`src/rtl/counter_cmd_ctrl.sv`:
```
// Pushbutton front end for the up/down counter: synchronise, debounce and edge-detect
// three buttons, then issue single-cycle enable/dec/load commands with hold-to-repeat.
module counter_cmd_ctrl #(
   parameter int unsigned DEBOUNCE_CYCLES = 4,
   parameter int unsigned REPEAT_DELAY    = 8,
   parameter int unsigned REPEAT_PERIOD   = 4,
   parameter int unsigned TW              = 16
) (
   input  logic clock,
   input  logic reset,
   input  logic btn_up,
   input  logic btn_down,
   input  logic btn_load,
   output logic enable,
   output logic dec,
   output logic load,
   output logic holding
);

   localparam int unsigned NB = 3;
   localparam int unsigned UP = 0;
   localparam int unsigned DN = 1;
   localparam int unsigned LD = 2;

   typedef enum logic [1:0] {IDLE, DELAY, REPEAT, LOCK} state_t;

   logic [NB-1:0] raw;
   logic [NB-1:0] sync1, sync2;
   logic [NB-1:0] deb, deb_d1;
   logic [NB-1:0] rise;
   logic [TW-1:0] dcnt [NB];

   state_t        state, state_n;
   logic [TW-1:0] timer, timer_n;
   logic [TW-1:0] thresh;
   logic          dir, dir_n;
   logic          dir_held, opp_held;
   logic          en_c, dec_c, ld_c;

   assign raw  = {btn_load, btn_down, btn_up};
   assign rise = deb & ~deb_d1;

   // Two-flop synchroniser plus debounce counter; a differing sample run commits
   // on the edge after the count completes, and any agreeing sample restarts it.
   always_ff @(posedge clock) begin
      if (reset) begin
         sync1  <= '0;
         sync2  <= '0;
         deb    <= '0;
         deb_d1 <= '0;
         for (int i = 0; i < NB; i++) dcnt[i] <= '0;
      end else begin
         sync1  <= raw;
         sync2  <= sync1;
         deb_d1 <= deb;
         for (int i = 0; i < NB; i++) begin
            if (sync2[i] != deb[i]) begin
               if (dcnt[i] == TW'(DEBOUNCE_CYCLES)) begin
                  deb[i]  <= sync2[i];
                  dcnt[i] <= '0;
               end else begin
                  dcnt[i] <= dcnt[i] + TW'(1);
               end
            end else begin
               dcnt[i] <= '0;
            end
         end
      end
   end

   always_ff @(posedge clock) begin
      if (reset) begin
         state   <= IDLE;
         timer   <= '0;
         dir     <= 1'b0;
         enable  <= 1'b0;
         dec     <= 1'b0;
         load    <= 1'b0;
         holding <= 1'b0;
      end else begin
         state   <= state_n;
         timer   <= timer_n;
         dir     <= dir_n;
         enable  <= en_c;
         dec     <= dec_c;
         load    <= ld_c;
         holding <= (state_n == DELAY) || (state_n == REPEAT);
      end
   end

   assign dir_held = dir ? deb[DN] : deb[UP];
   assign opp_held = dir ? deb[UP] : deb[DN];
   assign thresh   = (state == DELAY) ? TW'(REPEAT_DELAY - 1) : TW'(REPEAT_PERIOD - 1);

   // Next state and command generation; load always wins over a count pulse.
   always_comb begin
      state_n = state;
      timer_n = timer;
      dir_n   = dir;
      en_c    = 1'b0;
      dec_c   = 1'b0;
      ld_c    = 1'b0;
      case (state)
         IDLE: begin
            timer_n = '0;
            if (rise[LD]) begin
               ld_c    = 1'b1;
               state_n = LOCK;
            end else if (rise[UP] && !deb[DN]) begin
               en_c    = 1'b1;
               dir_n   = 1'b0;
               state_n = DELAY;
            end else if (rise[DN] && !deb[UP]) begin
               en_c    = 1'b1;
               dec_c   = 1'b1;
               dir_n   = 1'b1;
               state_n = DELAY;
            end else if (rise[UP] || rise[DN]) begin
               state_n = LOCK;
            end
         end
         DELAY, REPEAT: begin
            if (rise[LD]) begin
               ld_c    = 1'b1;
               timer_n = '0;
               state_n = LOCK;
            end else if (!dir_held) begin
               timer_n = '0;
               state_n = IDLE;
            end else if (opp_held) begin
               timer_n = '0;
               state_n = LOCK;
            end else if (timer == thresh) begin
               en_c    = 1'b1;
               dec_c   = dir;
               timer_n = '0;
               state_n = REPEAT;
            end else begin
               timer_n = timer + TW'(1);
            end
         end
         LOCK: begin
            timer_n = '0;
            if (deb == '0) state_n = IDLE;
         end
         default: state_n = IDLE;
      endcase
   end

endmodule

```
`config.mk`:
```
export PLATFORM = sky130hd
export DESIGN_NAME = counter_cmd_ctrl
export DESIGN_NICKNAME = d
export VERILOG_FILES = /design/src/rtl/counter_cmd_ctrl.sv
export SDC_FILE = /design/constraint.sdc
export NUM_CORES = 1
export LEC_CHECK = 0
export BUFFER_PORTS_ARGS = -buffer_cell sky130_fd_sc_hd__buf_2
export CORE_AREA = 4 4 80 101
export DETAILED_ROUTE_END_ITERATION = 12
export DIE_AREA = 0 0 84 105
export GPL_ROUTABILITY_DRIVEN = 0
export PLACE_DENSITY_LB_ADDON = 0.08
export SETUP_SLACK_MARGIN = 0.2
export SLEW_MARGIN = 20
export SYNTH_ARGS = -nofsm -noshare
export SYNTH_HDL_FRONTEND = slang
export SYNTH_SLANG_ARGS = --single-unit
export TNS_END_PERCENT = 50
```
`constraint.sdc`:
```
create_clock -name clock -period 2.4 [get_ports clock]
set_input_delay 0.24 -clock clock [delete_from_list [all_inputs] [get_ports clock]]
set_output_delay 0.24 -clock clock [all_outputs]
set_load 0.1 [all_outputs]
```
==> reports/results.tsv, run 1 <==
metric	value	unit
pin count of the biggest net entering global routing	22	
Bufs on Longest Clock Path	2	
Internal	2.17	mW
1st-iter DRT viols	93	
PortBufs	8	
postcts setup bufs	0	
I/O pins	9	
area grow syn2layout	11.1	%
Simple-Gate Fraction of Synth Area	0.269	
max_slew headroom	0.657	
setup ws final	0.421	ns
Root Driver	clkbuf_8	
f_max	505	MHz
CTS tree	yes	
grt met2 use	0.296	
worst path cell trace	ha_1 -> nor4b_2 -> nand3_1 -> or4b_1 -> a31o_1 -> xor2_1 -> nor2_1	
synth cell count leaders	65 x nor2_1, 48 x edfxtp_1, 35 x dfxtp_1, 34 x xor2_1, 28 x nand2_1	
Setup Viol. Count Final	0	
post-synthesis average cell area	10.2	um^2
worst slew pin tran	0.513	ns
hold buffer count at CTS	0	
Final nets	482	
R2R setup slack	0.42	ns
Pleak	1.71	nW
XOR/XNOR Fraction of Synth Area	0.115	
Synth Instances	410	
CTS resizes	0	
hold path depth	2	
Max IR drop VDD	0.000525	V
grt peak-use layer	met2	
CTS buffer count	9	
delay-heaviest family, CP	simple AND/OR/NAND/NOR gates	
clk sink count	83	
Layout Skew	0.0139	ns
Yosys reg bits	83	
setup_tns	0	ns
drt wl/cell	12.1	um
Synth warnings	0	
worst-path fanout max	4	
CP startpoint kind	flop	
top cell type's share of synthesized area	0.344	
core area	0.00718	mm^2
Synth Area in Compound Gates	0.0353	
Total Power	2.91	mW
hpwl dp	4.88	mm
Die Span Y	105	um
Max Cap Viol	0	
met1 track demand over resource	0.203	
ys flop type	edfxtp_1	
Synth area leader	edfxtp_1	
CP arrival	2.20	ns
die span in x	84	um
Starting Density	0.583	
worst slack at placement	0.416	ns
RSZ-0062 raised after global routing	false	
count leader, synth	nor2_1	
multiplexer share of the synthesized area	0.0123	
synthesized cell area	0.00419	mm^2
CP max-delay cell	or4b_1	
HP Class	in -> reg	
synth top area cells	edfxtp_1 34%, dfxtp_1 17%, xor2_1 7.1%, nor2_1 5.8%, xnor2_1 4.4%	
fraction of the cycle the final worst path needs	0.825	
# diodes	0	
initial antenna violation count	0	
dpl cell area	0.00447	mm^2
Slew Viols, Final	0	
GRT overflow	0	
Max stage delay on crit path	0.48	ns
clock-pin transition on the worst setup and hold timing paths	0.07	ns
Final Cell Area	0.00465	mm^2
main combinational cell family by area after synthesis	simple AND/OR/NAND/NOR gates	
post-DR vias/cell	5.10	
row cnt	35	
post-route ant nets	0	
combinational power share	0.113	
DRT Wirelength	6.82	mm
Pwr per Cell Area	625	mW/mm^2
part of the power in registers	0.557	
critical path depth in cells	7	
Clock power frac	0.330	
DRC viols	0	
layout cell share with drive strength beyond 1	0.0805	
Post-synth EDFFs	48	
die area	0.00882	mm^2
CP bufs+invs	0	
register area share after synthesis	0.512	
Async SR Flop Fraction	0	
clk_lat worst skew	0.35	ns
H-Tree Level Count	3	
routing usage on met3	0.0315	
Post-Synth Adder-Cell Area	0.0299	
vias in the first global route	2941	
Distinct cells, synth	44	
GR Util All Layers	0.170	
kind of critical path	reg -> reg	
Worst setup EP type	flop	
vias	2877	
first-pass GRT wire length	12.3	mm
DR pass1 iterations	6	
fin crit period	1.98	ns
switching power	0.740	mW
R2R cell count	7	
WP data required	2.62	ns
switching portion of total power	0.255	
status	finished, final reports clean	
Hold Fails Final Rpt	0	
[placed cells by master (no fill, tap or decap), types with 3 or more instances in the layout]
cell and instances:
ha_1 10, xor2_1 34, nor2b_1 17, a21oi_1 8
conb_1 48, inv_1 13, nor4b_1 5, nand2b_1 3
mux2i_1 4, clkbuf_8 9, nor3_1 6, nand3_1 24
and3_1 17, o21ai_0 8, buf_2 8, nor2_1 65
edfxtp_1 48, nand2_1 28, nor2_4 8, xnor2_1 21
dfxtp_1 35, nand4_1 9, o21bai_1 3, nor4_1 6
or3_1 6, and4_1 3
[final timing paths]
| check | start | to |
|---|---|---|
| max | timer[0] | holding |
| max reg2reg | timer[0] | holding |
| min | btn_up | sync1[0] |
| min reg2reg | sync1[0] | sync2[0] |
[sequential cells by signal (all words and copies together), names as in the netlist]
| name | cells |
|---|---|
| enable | 1 |
| sync2 | 3 |
| deb_d1 | 3 |
| sync1 | 3 |
| dcnt | 48 |
| load | 1 |
| holding | 1 |
| timer | 16 |
| state | 2 |
| dir | 1 |
| dec | 1 |
| deb | 3 |
[power groups by stage]
stage | sequential (mW) | clock (mW) | combinational (mW)
final | 1.62 | 0.960 | 0.327
after global routing | 1.63 | 1.06 | 0.368
after CTS | 1.62 | 0.993 | 0.324
after detailed placement | 1.65 | 0 | 0.320
after global placement | 1.65 | 0 | 0.316
after floorplan | 1.67 | 0 | 0.235
[cell families (layout without fill, tap and decap cells)]
kind of cell,after synthesis,after routing
muxes,5,5
and+or+nand+nor,208,208
adders and majority gates,10,10
DFF,83,83
AOI/OAI and AO/OA,25,25
buffers and inverters,23,38
xor gates and xnor gates,55,55
other,1,48
[through the flow]
stage	hold WS [ns]	utilization	cells
after floorplan	0.368	-	457
after global placement	0.421	0.622	548
after detailed placement	0.427	0.622	548
after CTS	0.0892	0.648	564
after global routing	0.104	0.648	564
final	0.107	0.648	564
[cell type report]
type | count | area, um^2
Timing Repair Buffer | 9 | 47.5
Fill cell | 611 | 2530
Clock buffer | 11 | 131
Multi-Input combinational cell | 351 | 2110
Inverter | 13 | 48.8
Tap cell | 92 | 115
Clock inverter | 5 | 53.8
Sequential cell | 83 | 2140
[metal layers]
metal / vias up / routed length (um)
li1: 1495 / -
met1: 1351 / 3180
met2: 21 / 3370
met3: 10 / 137
met4: 0 / 131
met5: - / 0
(Power assumes the default switching activity.)
==> inputs of run 2 (changes only) <==
==> constraint.sdc (replaced) <==
create_clock -name clock -period 1.9 [get_ports clock]
set_input_delay 0.19 -clock clock [delete_from_list [all_inputs] [get_ports clock]]
set_output_delay 0.19 -clock clock [all_outputs]
set_load 0.1 [all_outputs]
==> run 2 against run 1 <==
Effect of this change:
- the run now ends with negative setup slack left
- design area grew 22%
- via count grew 9.5%
- critical endpoint unchanged
- total power rose by 43%
- final cell count up 6.6%
- largest cell class is now multi-input combinational cells
- register-to-register slack got worse by 0.44 ns
- critical path depth rose by 1
==> reports/results.tsv, run 2 (synthesis results as in run 1) <==
metric	value	unit
max reg flops	48	
Root Driver	clkbuf_8	
failing checks	negative setup slack	
initial antenna violation count	0	
core area	0.00718	mm^2
R2R cell count	8	
vias	3149	
clock-pin transition on the worst setup and hold timing paths	0.08	ns
kind of critical path	reg -> reg	
register with the most flip-flops	dcnt	
I/O pins	9	
most frequent cells in the layout	48 x nor2_4, 48 x edfxtp_1, 48 x conb_1, 31 x buf_4, 30 x dfxtp_1	
Total Power	4.16	mW
DRT Wirelength	8.74	mm
fraction of the cycle the final worst path needs	1.01	
Multi-input gate area	0.00272	mm^2
clk sink count	83	
post-route ant nets	0	
Worst setup EP type	flop	
wire length on met3	120	um
DR WL met2	4.69	mm
die span in x	84	um
Final nets	519	
drt wl/cell	14.5	um
PortBufs	8	
area grow syn2layout	35.5	%
Hold Fails Final Rpt	0	
first-pass GRT wire length	13.1	mm
hpwl dp	5.10	mm
post-DR vias/cell	5.24	
top sig layer	met4	
CP startpoint kind	flop	
layout cell share with drive strength beyond 1	0.336	
DRT met1 WL	3.70	mm
Pwr per Cell Area	734	mW/mm^2
CP arrival	2.16	ns
worst slack at placement	-0.00440	ns
GR Util All Layers	0.182	
WP data required	2.14	ns
Max Cap Viol	0	
DR pass1 iterations	4	
1st-iter DRT viols	95	
status	complete, but fails checks	
CTS tree	yes	
cell count after placement	561	
hold buffer count at CTS	0	
HP Class	in -> reg	
# diodes	0	
Bufs on Longest Clock Path	2	
fin crit period	1.92	ns
DRC viols	0	
final cell count without fillers	601	
vias in the first global route	3065	
row cnt	35	
die area	0.00882	mm^2
Starting Density	0.583	
Fillers	459	
Setup Viol. Count Final	1	
pin count of the biggest net entering global routing	21	
Slew Viols, Final	0	
final core utilization	0.790	
CP max-delay cell	or4b_1	
Max IR drop VDD	0.000602	V
setup ws final	-0.0167	ns
Pleak	2.00	nW
Max stage delay on crit path	0.48	ns
worst path cell trace	inv_2 -> ha_4 -> xnor2_2 -> nand3_1 -> or4b_1 -> a31o_1 -> xor2_1 -> nor2_1	
Register Area	0.00215	mm^2
clk_lat worst skew	0.35	ns
setup_tns	-0.0167	ns
Layout Skew	0.0100	ns
RSZ-0062 raised after global routing	true	
hold path depth	2	
worst-path fanout max	3	
Die Span Y	105	um
CTS buffer count	9	
GRT overflow	0	
Largest regs	dcnt x48, timer x16	
H-Tree Level Count	3	
f_max	522	MHz
run 2: stage by stage:
| step | hold slack, ns | instance area [um^2] |
|---|---|---|
| global placement | 0.398 | 4590 |
| detailed placement | 0.406 | 4590 |
| global route | 0.0392 | 5670 |
| CTS | 0.0264 | 4970 |
| finish | 0.0398 | 5670 |
| floorplan | 0.318 | 4400 |
run 2: path summary, 6_finish.rpt:
check | startpoint | end | slack, ns
setup / recovery | state[1] | holding | -0.02
hold / removal | btn_up | sync1[0] | 0.04
setup reg to reg | state[1] | holding | -0.02
hold reg to reg | timer[0] | timer[0] | 0.44
run 2: area by class of cell:
cell class                      count  share of cell area
Sequential cell                    83               0.379
Inverter                           13             0.00860
Clock inverter                      6              0.0157
Timing Repair Buffer               46              0.0726
Clock buffer                       10              0.0243
Multi-Input combinational cell    351               0.480
Tap cell                           92              0.0203
run 2: critical path, delay by kind of cell, from the launching register on:
| family | cells | cell delay, ns |
|---|---|---|
| and+or+nand+nor | 3 | 0.67 |
| AOI/OAI and AO/OA | 1 | 0.24 |
| xor gates and xnor gates | 2 | 0.32 |
| DFF | 1 | 0.35 |
| buffers and inverters | 1 | 0.06 |
| adders and majority gates | 1 | 0.16 |
run 2: per-layer routing:
layer  up-vias  global-route usage
met3        20              0.0260
li1       1561                   -
met4         0              0.0851
met1      1536               0.215
met2        32               0.323
met5         -                   0
run 2: power by group:
part	switching, mW	internal (mW)
clock	0.639	0.776
combinational	0.375	0.321
sequential	0.0747	1.98
total	1.09	3.07
run 2: repair_timing:
item,4_1_cts,5_1_grt
gates cloned,1,1
buffers inserted,10,12
resized for setup,10,144
setup endpoints to repair,52,66
endpoints found under the hold margin,0,0
pin swaps,7,54
